[src/rtl/bp_clint_slice.sv]
// Per-core CLINT slice: mipi / mtimecmp / mtime registers behind a single
// outstanding-request device port, plus the machine software/timer interrupts.
module bp_clint_slice #(
  parameter int paddr_width_p = 56,
  parameter int data_width_p  = 64,
  parameter int timer_div_p   = 1
) (
  input  logic                     clk_i,
  input  logic                     reset_n_i,

  input  logic                     req_v_i,
  output logic                     req_ready_o,
  input  logic [paddr_width_p-1:0] req_addr_i,
  input  logic                     req_we_i,
  input  logic [1:0]               req_size_i,
  input  logic [data_width_p-1:0]  req_data_i,

  output logic                     resp_v_o,
  input  logic                     resp_yumi_i,
  output logic [data_width_p-1:0]  resp_data_o,
  output logic                     resp_err_o,

  output logic                     software_irq_o,
  output logic                     timer_irq_o
);

  typedef enum logic {READY = 1'b0, RESP = 1'b1} state_e;

  localparam logic [28:0] mtime_dword_lp = 29'(32'h0200_bff8 >> 3);
  localparam logic [7:0]  tick_at_lp     = 8'(timer_div_p - 1);

  state_e      state_q, state_next;
  logic        mipi_q, mipi_next;
  logic [63:0] mtime_q, mtime_next, mtime_inc;
  logic [63:0] mtimecmp_q, mtimecmp_next;
  logic [7:0]  prescaler_q, prescaler_next;
  logic        timer_irq_q;
  logic [63:0] resp_data_q, resp_data_next;
  logic        resp_err_q, resp_err_next;

  logic [31:0] lo;
  logic        high_ok, size_ok, sel_mipi, sel_cmp, sel_time, mipi_off0;
  logic        fire, req_err, wr_en, tick;
  logic [63:0] reg_val, rd_data, wr_mask, wr_data;

  assign lo      = req_addr_i[31:0];
  assign high_ok = ((req_addr_i >> 32) == '0);

  // NOTE: every signal assigned in this block gets a default first, so no path
  // leaves it unassigned and no latch is inferred.
  always_comb begin
    size_ok   = ((req_size_i == 2'd3) && (lo[2:0] == 3'd0)) ||
                ((req_size_i == 2'd2) && (lo[1:0] == 2'd0));
    sel_mipi  = (lo[31:12] == 20'h02000);
    sel_cmp   = (lo[31:12] == 20'h02004) && (lo[11:3] == 9'd0);
    sel_time  = (lo[31:3] == mtime_dword_lp);
    mipi_off0 = (lo[11:0] == 12'd0);
    req_err   = !(high_ok && size_ok && (sel_mipi || sel_cmp || sel_time));
    fire      = req_v_i && (state_q == READY);
    wr_en     = fire && req_we_i && !req_err;

    reg_val = mtime_q;
    if (sel_mipi)     reg_val = {63'd0, mipi_q & mipi_off0};
    else if (sel_cmp) reg_val = mtimecmp_q;

    // 4-byte reads return the addressed half zero-extended
    if (req_size_i == 2'd3) rd_data = reg_val;
    else if (lo[2])         rd_data = {32'd0, reg_val[63:32]};
    else                    rd_data = {32'd0, reg_val[31:0]};
    if (req_err || req_we_i) rd_data = '0;

    if (req_size_i == 2'd3) wr_mask = '1;
    else if (lo[2])         wr_mask = {32'hffff_ffff, 32'd0};
    else                    wr_mask = {32'd0, 32'hffff_ffff};
    wr_data = (req_size_i == 2'd3) ? req_data_i : {2{req_data_i[31:0]}};

    tick           = (prescaler_q == tick_at_lp);
    prescaler_next = tick ? 8'd0 : prescaler_q + 8'd1;
    mtime_inc      = mtime_q + 64'(tick);

    // a store overrides only the half it writes; the other half keeps its tick
    mtime_next = mtime_inc;
    if (wr_en && sel_time) mtime_next = (mtime_inc & ~wr_mask) | (wr_data & wr_mask);
    mtimecmp_next = mtimecmp_q;
    if (wr_en && sel_cmp) mtimecmp_next = (mtimecmp_q & ~wr_mask) | (wr_data & wr_mask);
    mipi_next = mipi_q;
    if (wr_en && sel_mipi && mipi_off0) mipi_next = req_data_i[0];

    state_next     = state_q;
    resp_data_next = resp_data_q;
    resp_err_next  = resp_err_q;
    case (state_q)
      READY: if (fire) begin
        state_next     = RESP;
        resp_data_next = rd_data;
        resp_err_next  = req_err;
      end
      RESP: if (resp_yumi_i) state_next = READY;
      default: state_next = READY;
    endcase
  end

  // NOTE: sequential state uses non-blocking assignments so every register
  // samples the pre-edge values of the others.
  always_ff @(posedge clk_i) begin
    if (!reset_n_i) begin
      state_q     <= READY;
      mipi_q      <= 1'b0;
      mtime_q     <= '0;
      mtimecmp_q  <= '1;
      prescaler_q <= '0;
      timer_irq_q <= 1'b0;
      resp_data_q <= '0;
      resp_err_q  <= 1'b0;
    end else begin
      state_q     <= state_next;
      mipi_q      <= mipi_next;
      mtime_q     <= mtime_next;
      mtimecmp_q  <= mtimecmp_next;
      prescaler_q <= prescaler_next;
      timer_irq_q <= (mtime_next >= mtimecmp_next);
      resp_data_q <= resp_data_next;
      resp_err_q  <= resp_err_next;
    end
  end

  assign req_ready_o    = (state_q == READY);
  assign resp_v_o       = (state_q == RESP);
  assign resp_data_o    = resp_data_q;
  assign resp_err_o     = resp_err_q;
  assign software_irq_o = mipi_q;
  assign timer_irq_o    = timer_irq_q;

endmodule

[config.mk]
export PLATFORM = sky130hd
export DESIGN_NAME = bp_clint_slice
export DESIGN_NICKNAME = d
export VERILOG_FILES = /design/src/rtl/bp_clint_slice.sv
export SDC_FILE = /design/constraint.sdc
export NUM_CORES = 1
export LEC_CHECK = 0
export BUFFER_PORTS_ARGS = -buffer_cell sky130_fd_sc_hd__buf_4
export CAP_MARGIN = 25
export CORE_MARGIN = 2
export CORE_UTILIZATION = 62
export DETAILED_ROUTE_END_ITERATION = 6
export PLACE_DENSITY = 0.87
export SYNTH_ARGS = -nofsm -noshare
export SYNTH_HDL_FRONTEND = slang
export SYNTH_SLANG_ARGS = --single-unit
[constraint.sdc]
create_clock -name clk_i -period 11.52 [get_ports clk_i]
set_clock_uncertainty 0.15 [all_clocks]
set_input_delay 1.152 -clock clk_i [delete_from_list [all_inputs] [get_ports clk_i]]
set_output_delay 1.152 -clock clk_i [all_outputs]
set_load 0.1 [all_outputs]
# --- Word-level counts from Yosys, hierarchy flattened ---
# Index checks and enable logic that the tools add are counted.
word_totals:
  register_bits: 204
  in_bits: 127
  out_inout_bits: 69
  wordCells: 63
classes:
  add_sub_neg: 2
  order_cmp: 1
  eq_ne: 5
  n_mux: 13
  bitwise: 9
  reduce_logical: 25
ops:
  columns: ["cell", "n"]
  rows:
  - ["$mux W64", 9]
  - ["$and A64 B64 Y64", 3]
  - ["$or A64 B64 Y64", 2]
  - ["$add A64 B1 Y64", 1]
  - ["$ge A64 B64 Y1", 1]
  - ["$not A64 Y64", 1]
  - ["$logic_not A56 Y1", 1]
  - ["$eq A20 B14 Y1 const B", 2]
  - ["$mux W32", 1]
  - ["$eq A29 B23 Y1 const B", 1]
  - ["$logic_and A1 B1 Y1", 12]
  - ["$logic_not A12 Y1", 1]
  - ["$logic_not A9 Y1", 1]
  - ["$add A8 B1 Y8 const B", 1]
  - ["$logic_not A8 Y1", 1]
  - ["$eq A2 B2 Y1 const B", 2]
  - ["$logic_or A1 B1 Y1", 4]
  - ["$logic_not A3 Y1", 1]
  - ["$logic_not A2 Y1", 1]
  - ["$mux W1", 2]
  - ["$not A1 Y1", 2]
  - ["$pmux W1 S2", 1]
  - ["$reduce_and A2 Y1", 1]
  - ["$reduce_or A2 Y1", 1]
  - ["other kinds (2)", 2]

# --- Logic depth before layout (Yosys ltp) ---
# Gate-level depths: netlist of the first run.
depth:
  depth_word: 9
  ltp_mapped: 21
  ltp_nobuf: 19

# --- Worst setup path after synthesis of the first run ---
# Ideal clock, no wire load.
synth_timing:
  path_kind: "input -> register"
  from: "input req_addr_i[30]"
  to: "register timer_irq_q (netlist: timer_irq_o)"
  setup_ps: 132
  arrival_time_ps: 4708
  t_required_ps: 11238
  slack_ps: 6530
  stages: 15
  path_buffers: 2
  path_cell_list: "nor4_1 > nand3_1 > or4b_1 > or3_1 > clkbuf_1 > clkbuf_1 > nor2_1 > nor2_1 > ha_1 > a21oi_1 > nand2_1 > a221o_1 > o311a_1 > o41ai_1 > a21oi_1"
synth_between:
  elab_chain_cells: 9
  elab_cells_between_ends: 13
  cone_classes: "1 x order compare; 3 x eq/ne; 2 x mux; 7 x reduce/logical"
synth_rtl:
  columns: ["item", "line_no", "source"]
  rows:
  - ["start: declaration", "13", "input logic [paddr_width_p-1:0] req_addr_i,"]
  - ["$eq A20 B14 Y1", "55", "sel_cmp = (lo[31:12] == 20'h02004) && (lo[11:3] == 9'd0);"]
  - ["$logic_and A1 B1 Y1", "55", null]
  - ["$logic_or A1 B1 Y1 (2 in series)", "58", "req_err = !(high_ok && size_ok && (sel_mipi || sel_cmp || sel_time));"]
  - ["$logic_and A1 B1 Y1", "58", null]
  - ["$logic_and A1 B1 Y1", "60", "wr_en = fire && req_we_i && !req_err;"]
  - ["$logic_and A1 B1 Y1 *", "83", "if (wr_en && sel_time) mtime_next = (mtime_inc & ~wr_mask) | (wr_data & wr_mask);"]
  - ["$mux W64 *", "83", null]
  - ["named net mtime_next[22]", "34", "logic [63:0] mtime_q, mtime_next, mtime_inc;"]
  - ["$ge A64 B64 Y1 *", "121", "timer_irq_q <= (mtime_next >= mtimecmp_next);"]
  - ["end signal: assignment", "121", null]
  - ["end: declaration", "37", "logic timer_irq_q;"]
# Mark *: on every way through the listed nets, which the timed path passes. The rest lies on a longest branch.
# A chain may end at the register's enable or synchronous reset.

# --- Worst setup path in the final report of the first run ---
layout_timing:
  from: "register prescaler_q[5]"
  to: "register timer_irq_q (netlist: timer_irq_o)"
layout_between:
  elab_chain_cells: 6
layout_rtl:
  columns: ["item", "line_no", "source"]
  rows:
  - ["start: declaration", "36", "logic [7:0] prescaler_q, prescaler_next;"]
  - ["start signal: assignment", "120", "prescaler_q <= prescaler_next;"]
  - ["$logic_not A8 Y1 *", "77", "tick = (prescaler_q == tick_at_lp);"]
  - ["$add A64 B1 Y64 *", "79", "mtime_inc = mtime_q + 64'(tick);"]
  - ["$and A64 B64 Y64", "83", null]
  - ["$or A64 B64 Y64", "83", null]
  - ["$mux W64 *", "83", null]
  - ["named net mtime_next[62]", "34", null]
  - ["$ge A64 B64 Y1 *", "121", null]
# Marks and branches as above.

==> impl_summary.txt, run 1 <==
----------------------------------------------------
[Route]
  Number of vias in the routed layout ... 12200
  Detailed-routing iteration count for the pre-antenna-repair pass ... 6
  Detail Route Antenna Nets ... 0
  Vias per cell ... 6.62
  Average wire per cell in the routed design ... 21.1 um
  DRT iter0 DRCs ... 1480
  Post-route DRC violation count ... 0
  Final wirelength ... 39.0 mm

[Power and ir drop]
  Ratio of total power to cell area ... 106 nW/um^2
  VDD IR-drop max ... 0.112 mV
  Leakage power of the design ... 6.17 nW
  Total chip power ... 1.51 mW

[Synthesis]
  Gate count of the mapped netlist ... 1450
  Number of flops mapped to enable cells by yosys ... 0
  Nets in the synthesized netlist ... 1645
  Dominant combinational cell family by area after synthesis ... simple AND/OR/NAND/NOR gates
  Multiplexer area fraction after synthesis ... 0.113
  Share of synthesized flip-flops with an asynchronous set or reset ... 0
  Mean instance size in the synthesized netlist ... 8.22 sq um
  Main flop type after synthesis ... dfxtp_1
  Xor-xnor portion of the synthesized cell area ... 0.0404
  Post-Synth Simple-Gate Area ... 0.250
  Synth Area in Adders ... 0.0714
  Count of warnings emitted by yosys ... 0
  Complex-gate fraction of the synthesized area ... 0.134
  Post-Syn Area ... 11900 sq um
  Synthesis-stage register bit count ... 204
  Count of cell types in the netlist ... 60
  Sequential area share after synthesis ... 0.343

[STA]
  Max-slew headroom ... 0.236
  Pins Over Slew Limit ... 0
  Transition time at the pin with the least slew margin ... 1140 ps
  Total of endpoints with negative setup slack in the final report ... 0
  Fin crit share ... 0.509
  Unrepaired setup endpoints after global routing ... false
  Final Hold Vio Count ... 0
  Setup TNS ... 0 ps
  Final critical path time including I/O delays and setup ... 5860 ps
  Maximum clock frequency ... 171 MHz

[Setup path]
  Startpoint type of the worst setup path ... register
  Worst EP required ... 11820 ps
  Startpoint of the most critical register-to-register path ... prescaler_q[5]
  Worst Path Arrival ... 6160 ps
  Most numerous cell on the critical path ... ha_1
  Critical-path top delay cell ... or4_4
  Sequence of cells on the critical path ... nor4_1 -> nand3_1 -> inv_1 -> ha_1 -> ha_1 -> and2_0 -> nand4_1 -> or4_4 -> o31a_1 -> nor3_1 -> nor2_1 -> ha_1 -> and4_1 -> nand3_1 -> nor3_1 -> o41ai_1 -> a21oi_1
  Register-to-register setup slack ... 5660 ps
  Largest stage delay on the critical path ... 880 ps
  Worst setup path startpoint ... prescaler_q[5]
  R2R depth ... 17
  Reg-to-reg critical path endpoint ... timer_irq_o
  Largest fanout on the critical path ... 13
  Category of the critical setup timing path ... reg2reg
  Critical Path End Type ... register

[Clocking]
  Insertion delay of the later-clocked pin in the worst-skew pair ... 520 ps
  Post-cts sizing count ... 0
  Number of buffers added for setup after CTS ... 0
  Total number of H-tree levels ... 1
  CTS Buffer Depth ... 3
  CTS tree ... done
  Number of buffers inserted during clock tree synthesis ... 23
  Clock slew at reported path FFs ... 60 ps
  Number of sinks handled by clock tree synthesis ... 204
  Post-cts hold buffer count ... 0
  Library cell used as clock root buffer ... clkbuf_16

[Finish]
  Antenna diode count ... 0
  Growth of design area from synthesis to finish ... 19.2%
  Fraction of final layout cells sized beyond drive strength 1 ... 0.183
  Most frequent standard cell in the layout excluding fill and tap cells ... buf_4
  Highest-count cells in the layout ignoring fill and taps ... buf_4 (211), dfxtp_1 (204), nand2_1 (180), nor2_1 (164), o21ai_0 (81)
  Final net count ... 1797

[Global route]
  Number of antenna violations at the first check in global routing ... 0
  Total overflow reported by the global router ... 0
  Global router's overall resource usage ... 0.380
  Global-route wire length before repair ... 61.4 mm
  Via count of the first global-routing pass ... 12000
  Pin count of the biggest net entering global routing ... 74

[Floorplan]
  Overall die area ... 20300 sq um
  Width of the chip ... 143 um
  Effective utilization at floorplan ... 0.635
  Standard-cell rows ... 50
  Floorplan core area ... 18800 sq um
  Height of the chip ... 143 um
  IO Pins ... 196

[Min path]
  Terminating pin of the worst hold path ... resp_data_o[38]
  Worst hold-check path type ... reg2reg
  Beginning of the worst hold path ... resp_data_o[38]
  Hold path depth ... 2

[Place]
  Placed wire-length estimate after detailed placement ... 26.9 mm
  Port Buffer Count ... 195
  Weighted congestion reported at the end of routability-driven placement ... 0.924

[Run]
  Max-cap violation count ... 0

[Run status]
  Result of the run ... completed

----------------------------------------------------
## cell type report
cell class                      count  area (sq um)
Sequential cell                   204          4080
Timing Repair Buffer              212          1600
Clock buffer                       33           663
Clock inverter                      5          28.8
Multi-Input combinational cell   1097          7300
Fill cell                        1386          4560
Tap cell                          234           293
Inverter                           64           240
## report_power, final
part,switching [mW],internal (mW)
Sequential,0.00135,0.707
Combinational,0.0648,0.0450
Clock,0.296,0.396
Total,0.362,1.15
## metal layers
metal / GRT usage / up-vias / wire length, um
li1: - / 5527 / -
met3: 0.0744 / 158 / 4430
met1: 0.476 / 5741 / 14900
met4: 0.164 / 0 / 1580
met5: 0 / - / 0
met2: 0.639 / 807 / 18200
## worst max path at each step
stage                  end  slack [ps]  cells past startpoint
2_1_floorplan  timer_irq_o        6530                     15
3_3_place_gp   timer_irq_o        5680                     15
3_5_place_dp   timer_irq_o        5530                     15
4_1_cts        timer_irq_o        5880                     17
5_1_grt        timer_irq_o        5450                     17
6_report       timer_irq_o        5660                     17
## cells by family (layout without fill, tap and decap cells)
group / Yosys count / in the layout
multiplexers: 95 / 95
adder cells (fa/ha/maj): 68 / 68
AND/OR/NAND/NOR: 625 / 625
flip-flops: 204 / 204
AO/OA/AOI/OAI: 254 / 254
XOR/XNOR: 55 / 55
buffers and inverters: 149 / 314
## worst max-delay path, delay by kind of cell, from the launching register on
kind	cells	cell delay, ps
compound gates	3	620
fa+ha+maj	3	640
buf+inv	1	90
flops	1	350
simple gates	10	3950
## synth_stat cells (12+ instances only)
library cell,count,area (sq um)
clkbuf_1,71,267
a31oi_1,19,119
mux4_2,30,676
nor2_1,165,619
and3_1,19,119
and4_1,12,105
dfxtp_1,204,4080
nor3_1,76,380
a21oi_1,45,225
nand3_1,52,260
a211oi_1,17,128
xor2_1,32,280
o21ai_0,81,405
and2_1,15,93.8
nand4_1,35,219
xnor2_1,23,201
ha_1,68,851
nor4_1,30,188
mux2i_1,62,621
nand2_1,181,679
o22ai_1,22,138
inv_1,64,240
## state kept, by name, indices dropped and copies added, names as in the netlist
name	flops
mtime_q	64
mtimecmp_q	64
resp_data_o	64
prescaler_q	8
resp_err_o	1
resp_v_o	1
software_irq_o	1
timer_irq_o	1
## per-stage QoR
stage / hold WS, ps / cells / setup slack [ps] / instance area [sq um] / utilization
6_report: 302 / 1849 / 5660 / 14200 / 0.757
5_1_grt: 337 / 1849 / 5450 / 14200 / 0.757
4_1_cts: 309 / 1849 / 5880 / 14200 / 0.757
3_5_place_dp: 294 / 1811 / 5530 / 13500 / 0.720
3_3_place_gp: 286 / 1809 / 5680 / 13500 / 0.719
2_1_floorplan: 299 / 1450 / 6530 / 11900 / -
No activity file was read; power rests on OpenSTA's default activity.
==> inputs of run 2 (changes only) <==
--- a/config.mk
+++ b/config.mk
@@ -8,9 +8,9 @@
 export BUFFER_PORTS_ARGS = -buffer_cell sky130_fd_sc_hd__buf_4
 export CAP_MARGIN = 25
 export CORE_MARGIN = 2
-export CORE_UTILIZATION = 62
+export CORE_UTILIZATION = 52
 export DETAILED_ROUTE_END_ITERATION = 6
-export PLACE_DENSITY = 0.87
+export PLACE_DENSITY = 0.77
 export SYNTH_ARGS = -nofsm -noshare
 export SYNTH_HDL_FRONTEND = slang
 export SYNTH_SLANG_ARGS = --single-unit
==> constraint.sdc (replaced) <==
create_clock -name clk_i -period 4.9 [get_ports clk_i]
set_clock_uncertainty 0.15 [all_clocks]
set_input_delay 0.49 -clock clk_i [delete_from_list [all_inputs] [get_ports clk_i]]
set_output_delay 0.49 -clock clk_i [all_outputs]
set_load 0.1 [all_outputs]
==> impl_summary.txt, run 2 (same netlist as run 1, synthesis figures left out) <==
----------------------------------------------------
[STA]
  Pins Over Slew Limit ... 0 (unchanged)
  Fin crit share ... 0.940 (+0.432)
  Final critical path time including I/O delays and setup ... 4610 ps (-1250 ps)
  Final Hold Vio Count ... 0 (unchanged)
  Total of endpoints with negative setup slack in the final report ... 0 (unchanged)
  Fin worst setup slack ... 292 ps (-5370 ps)
  Unrepaired setup endpoints after global routing ... false
  Transition time at the pin with the least slew margin ... 970 ps (-172 ps)
  Max-slew headroom ... 0.349 (+0.112)
  Smallest hold slack ... 96.1 ps (-206 ps)
  Setup TNS ... 0 ps (unchanged)
  Maximum clock frequency ... 217 MHz (+27%)

[Place]
  Worst Setup Slack post-DPL ... -19.0 ps (-5550 ps)
  Instance area at placement ... 13800 sq um (+2.0%)
  Placed wire-length estimate after detailed placement ... 29.5 mm (+9.7%)
  Port Buffer Count ... 195 (unchanged)
  Weighted congestion reported at the end of routability-driven placement ... 0.985 (+6.6%)
  Post-Place Cells ... 1890 (+4.4%)

[Global route]
  Number of antenna violations at the first check in global routing ... 0 (unchanged)
  Total overflow reported by the global router ... 0 (unchanged)
  Global-route wire length before repair ... 62.5 mm (+1.9%)
  Via count of the first global-routing pass ... 11600 (-3.1%)
  Global router's overall resource usage ... 0.329 (-0.0511)
  Pin count of the biggest net entering global routing ... 73 (-1.4%)

[Clocking]
  Library cell used as clock root buffer ... clkbuf_16
  CTS tree ... done
  Number of sinks handled by clock tree synthesis ... 204 (unchanged)
  Insertion delay of the later-clocked pin in the worst-skew pair ... 520 ps (about the same)
  CTS Buffer Depth ... 3 (unchanged)
  Number of buffers added for setup after CTS ... 0 (unchanged)
  Total number of H-tree levels ... 1 (unchanged)
  Clock slew at reported path FFs ... 60 ps (about the same)
  Number of buffers inserted during clock tree synthesis ... 23 (unchanged)

[Setup path]
  Category of the critical setup timing path ... reg2reg
  Worst setup path startpoint ... prescaler_q[4]
  Worst EP required ... 5200 ps (-6620 ps)
  Startpoint type of the worst setup path ... register
  Largest fanout on the critical path ... 11 (-2)
  Worst Path Arrival ... 4910 ps (-1250 ps)
  Startpoint of the most critical register-to-register path ... prescaler_q[4]
  Critical Path End Type ... register

[Floorplan]
  IO Pins ... 196 (unchanged)
  Width of the chip ... 155 um (+8.9%)
  Floorplan core area ... 22600 sq um (+20%)
  Standard-cell rows ... 55 (+10%)
  Overall die area ... 24100 sq um (+19%)
  Effective utilization at floorplan ... 0.528 (-0.107)
  Height of the chip ... 155 um (+8.9%)

[Finish]
  Antenna diode count ... 0 (unchanged)
  Growth of design area from synthesis to finish ... 22.4%
  Final net count ... 1826 (+1.6%)
  Highest-count cells in the layout ignoring fill and taps ... buf_4 (239), dfxtp_1 (204), nand2_1 (180), nor2_1 (164), o21ai_0 (81)
  Filler Cell Count ... 1957 (+41%)
  Post-route cell area ... 14600 sq um (+2.6%)
  Count of placed standard cells in the final layout, fillers left out ... 1929 (+4.3%)
  Final design utilization ... 0.646 (-0.111)
  Fraction of final layout cells sized beyond drive strength 1 ... 0.200 (+0.0162)
  Most frequent standard cell in the layout excluding fill and tap cells ... buf_4

[Min path]
  Worst hold-check path type ... in2reg
  Beginning of the worst hold path ... req_data_i[30]

[Route]
  Number of vias in the routed layout ... 12100 (-1.3%)
  DRT iter0 DRCs ... 1185 (-20%)
  Post-route DRC violation count ... 0 (unchanged)
  Average wire per cell in the routed design ... 21.0 um (-0.36%)
  Detailed-routing iteration count for the pre-antenna-repair pass ... 6 (unchanged)
  Vias per cell ... 6.26 (-5.4%)
  Detail Route Antenna Nets ... 0 (unchanged)
  Final wirelength ... 40.6 mm (+4.0%)

[Power and ir drop]
  VDD IR-drop max ... 0.188 mV (+67%)
  Ratio of total power to cell area ... 258 nW/um^2 (+140%)
  Leakage power of the design ... 6.34 nW (+2.7%)
  Total chip power ... 3.76 mW (+150%)

[Run]
  Max-cap violation count ... 0 (unchanged)

[Run status]
  Result of the run ... completed

----------------------------------------------------
==> run 2: critical path, cell delays in order, from the launching register on <==
cell,delay [ps]
dfxtp_1,350
nor4_2,320
nand3_1,150
inv_1,80
ha_1,160
ha_1,190
and2_0,240
nand4_1,140
or4_4,640
o31a_1,340
nor3_1,280
nor2_1,120
ha_1,300
and4_1,240
nand3_1,180
nor3_1,370
o41ai_1,150
a21oi_1,150
==> run 2: repair_timing <==
action                                 CTS  global route
setup endpoints to repair                0             1
hold buffers                             1             0
gates resized for setup                  0             1
endpoints found under the hold margin    1             0
==> run 2: path summary, 6_finish.rpt <==
check / slack [ps] / end / cells past startpoint
worst min register to register: 300 / resp_data_o[12] / 2
worst max register to register: 290 / timer_irq_o / 17
worst min-delay path: 100 / mtimecmp_q[30] / 3
worst max-delay path: 290 / timer_irq_o / 17
==> run 2: area by class of cell <==
type                       count  area (sq um)  share of cell area
multi-input combinational   1097          7300               0.500
inverter                      64           240              0.0165
tap                          285           357              0.0245
sequential                   204          4080               0.280
clock inverter                10           155              0.0106
clock buffer                  28           624              0.0428
timing repair buffer         241          1820               0.125
==> run 2: layer usage <==
layer | share of wire | GRT usage | vias up | routed length, um
met5 | 0 | 0 | - | 0
met4 | 0.046 | 0.149 | 0 | 1870
met3 | 0.096 | 0.0593 | 146 | 3910
met2 | 0.46 | 0.538 | 668 | 18500
met1 | 0.40 | 0.425 | 5666 | 16300
li1 | - | - | 5592 | -
==> run 2: where the power goes <==
part | switching (mW) | leakage [nW] | total [mW] | internal, mW
logic | 0.152 | 4.31 | 0.259 | 0.108
registers | 0.00301 | 1.65 | 1.66 | 1.66
clock network | 0.729 | 0.380 | 1.84 | 1.11
total | 0.883 | 6.34 | 3.76 | 2.88
==> inputs of run 3 (changes only) <==
--- a/config.mk
+++ b/config.mk
@@ -8,9 +8,10 @@
 export BUFFER_PORTS_ARGS = -buffer_cell sky130_fd_sc_hd__buf_4
 export CAP_MARGIN = 25
 export CORE_MARGIN = 2
-export CORE_UTILIZATION = 52
+export CORE_UTILIZATION = 50
 export DETAILED_ROUTE_END_ITERATION = 6
-export PLACE_DENSITY = 0.77
+export PLACE_DENSITY = 0.75
+export SLEW_MARGIN = 15
 export SYNTH_ARGS = -nofsm -noshare
 export SYNTH_HDL_FRONTEND = slang
 export SYNTH_SLANG_ARGS = --single-unit
==> impl_summary.txt, run 3 (same netlist as run 1, synthesis figures left out) <==
----------------------------------------------------
[Run status]
  Result of the run ... completed

[Global route]
  Via count of the first global-routing pass ... 11400 (-1.6%)
  Number of antenna violations at the first check in global routing ... 0 (unchanged)
  Global router's overall resource usage ... 0.312 (-0.0171)
  Total overflow reported by the global router ... 0 (unchanged)
  Pin count of the biggest net entering global routing ... 73 (unchanged)
  Global-route wire length before repair ... 61.1 mm (-2.3%)

[Setup path]
  R2R depth ... 17 (unchanged)
  Register-to-register setup slack ... 340 ps (+50 ps)
  Reg-to-reg critical path endpoint ... timer_irq_o
  Startpoint type of the worst setup path ... register
  Critical Path End Type ... register
  Worst Path Arrival ... 4770 ps (-140 ps)
  Startpoint of the most critical register-to-register path ... prescaler_q[5]
  Worst setup path startpoint ... prescaler_q[5]
  Largest fanout on the critical path ... 9 (-2)
  Crit path capture ... timer_irq_o
  Worst EP required ... 5110 ps (-90 ps)
  Category of the critical setup timing path ... reg2reg

[Min path]
  Worst hold-check path type ... in2reg

[STA]
  Max-slew headroom ... 0.396 (+0.0471)
  Maximum clock frequency ... 219 MHz (+1.1%)
  Final critical path time including I/O delays and setup ... 4560 ps (-50.3 ps)
  Unrepaired setup endpoints after global routing ... false
  Transition time at the pin with the least slew margin ... 906 ps (-63.2 ps)
  Fin crit share ... 0.930 (-0.0103)
  Fin worst setup slack ... 342 ps (+50.3 ps)
  Smallest hold slack ... 98.0 ps (+1.85 ps)
  Total of endpoints with negative setup slack in the final report ... 0 (unchanged)
  Final Hold Vio Count ... 0 (unchanged)
  Setup TNS ... 0 ps (unchanged)
  Pins Over Slew Limit ... 0 (unchanged)

[Floorplan]
  Width of the chip ... 158 um (+1.9%)
  Height of the chip ... 158 um (+1.9%)
  Floorplan core area ... 23400 sq um (+3.7%)
  Overall die area ... 25100 sq um (+3.9%)
  Standard-cell rows ... 56 (+1.8%)
  IO Pins ... 196 (unchanged)
  Effective utilization at floorplan ... 0.509 (-0.0187)

[Clocking]
  Library cell used as clock root buffer ... clkbuf_16
  CTS Buffer Depth ... 3 (unchanged)
  CTS tree ... done
  Total number of H-tree levels ... 1 (unchanged)
  Number of sinks handled by clock tree synthesis ... 204 (unchanged)
  Number of buffers added for setup after CTS ... 0 (unchanged)
  Insertion delay of the later-clocked pin in the worst-skew pair ... 530 ps (about the same)
  Clock slew at reported path FFs ... 70 ps (about the same)
  Number of buffers inserted during clock tree synthesis ... 23 (unchanged)

[Finish]
  Antenna diode count ... 0 (unchanged)
  Growth of design area from synthesis to finish ... 23.6%
  Final net count ... 1831 (+0.27%)
  Highest-count cells in the layout ignoring fill and taps ... buf_4 (242), dfxtp_1 (204), nand2_1 (180), nor2_1 (164), o21ai_0 (81)
  Post-route cell area ... 14700 sq um (+1.0%)
  Fraction of final layout cells sized beyond drive strength 1 ... 0.202 (+0.00279)
  Most frequent standard cell in the layout excluding fill and tap cells ... buf_4
  Filler Cell Count ... 2082 (+6.4%)

[Route]
  Vias per cell ... 6.06 (-3.2%)
  Number of vias in the routed layout ... 11900 (-1.1%)
  DRT iter0 DRCs ... 1182 (-0.25%)
  Average wire per cell in the routed design ... 20.1 um (-4.2%)
  Post-route DRC violation count ... 0 (unchanged)
  Detailed-routing iteration count for the pre-antenna-repair pass ... 6 (unchanged)
  Detail Route Antenna Nets ... 0 (unchanged)
  Final wirelength ... 39.7 mm (-2.2%)

[Run]
  Max-cap violation count ... 0 (unchanged)

[Power and ir drop]
  Ratio of total power to cell area ... 261 nW/um^2 (+1.3%)
  VDD IR-drop max ... 0.217 mV (+16%)
  Total chip power ... 3.85 mW (+2.3%)
  Leakage power of the design ... 6.40 nW (+1.0%)

[Place]
  Worst Setup Slack post-DPL ... 247 ps (+266 ps)
  Instance area at placement ... 13900 sq um (+0.76%)
  Placed wire-length estimate after detailed placement ... 28.6 mm (-3.2%)
  Port Buffer Count ... 195 (unchanged)
  Weighted congestion reported at the end of routability-driven placement ... 0.921 (-6.4%)

----------------------------------------------------
## run 3: changes by cell type in the layout (fill, tap and decap cells not counted)
cell / previous run / this run
clkinvlp_4: 2 / 0
nor4_2: 1 / 0
buf_4: 239 / 242
buf_12: 1 / 3
clkinv_2: 4 / 2
clkbuf_8: 3 / 8
nor4_1: 29 / 30
clkinv_4: 0 / 1
## run 3: timing repair
item | in CTS | in global routing
hold buffers | 1 | 0
resized for setup | 0 | 0
endpoints found under the hold margin | 1 | 0
## run 3: layer usage
metal / share of wire / up-vias / track usage
li1: - / 5603 / -
met1: 0.41 / 5596 / 0.412
met2: 0.46 / 612 / 0.518
met3: 0.094 / 124 / 0.0449
met4: 0.038 / 0 / 0.119
met5: 0 / - / 0
## run 3: stage by stage
step | util | cells
6_report | 0.629 | 1970
2_1_floorplan | - | 1450
5_1_grt | 0.629 | 1970
4_1_cts | 0.629 | 1970
3_5_place_dp | 0.594 | 1929
3_3_place_gp | 0.594 | 1929
## run 3: power by group
group	switching, mW	internal [mW]
Clock	0.735	1.19
Combinational	0.153	0.110
Sequential	0.00306	1.66
Total	0.891	2.96
## run 3: layout make-up
cell class              instances  area, sq um  share of cell area
multi-input cells            1097         7290               0.495
flip-flops and latches        204         4080               0.277
repair buffers                246         1890               0.128
clock buffers                  33          693              0.0471
well taps                     319          399              0.0271
inverters                      64          240              0.0163
clock inverters                 7          139             0.00943
## run 3: how the worst min path moves through the flow
stage	startpoint	end	slack [ps]	cells past startpoint
after floorplan	prescaler_q[0]	prescaler_q[0]	300	1
after global placement	resp_data_o[30]	resp_data_o[30]	290	2
after detailed placement	resp_data_o[41]	resp_data_o[41]	290	2
after CTS	req_data_i[10]	mtimecmp_q[10]	90	3
after global routing	req_data_i[29]	mtime_q[29]	110	2
final	req_data_i[25]	mtimecmp_q[25]	100	3
## run 3: critical path, cell delays in order (launching register included)
cell     delay (ps)
dfxtp_1         340
nor4_1          270
nand3_1         150
inv_1            80
ha_1            180
ha_1            180
and2_0          240
nand4_1         140
or4_4           640
o21a_1          220
nor3_1          240
nor2_1           90
ha_1            270
and4_1          200
a221o_1         370
a221o_1         410
a21oi_1         150
a21oi_1          80
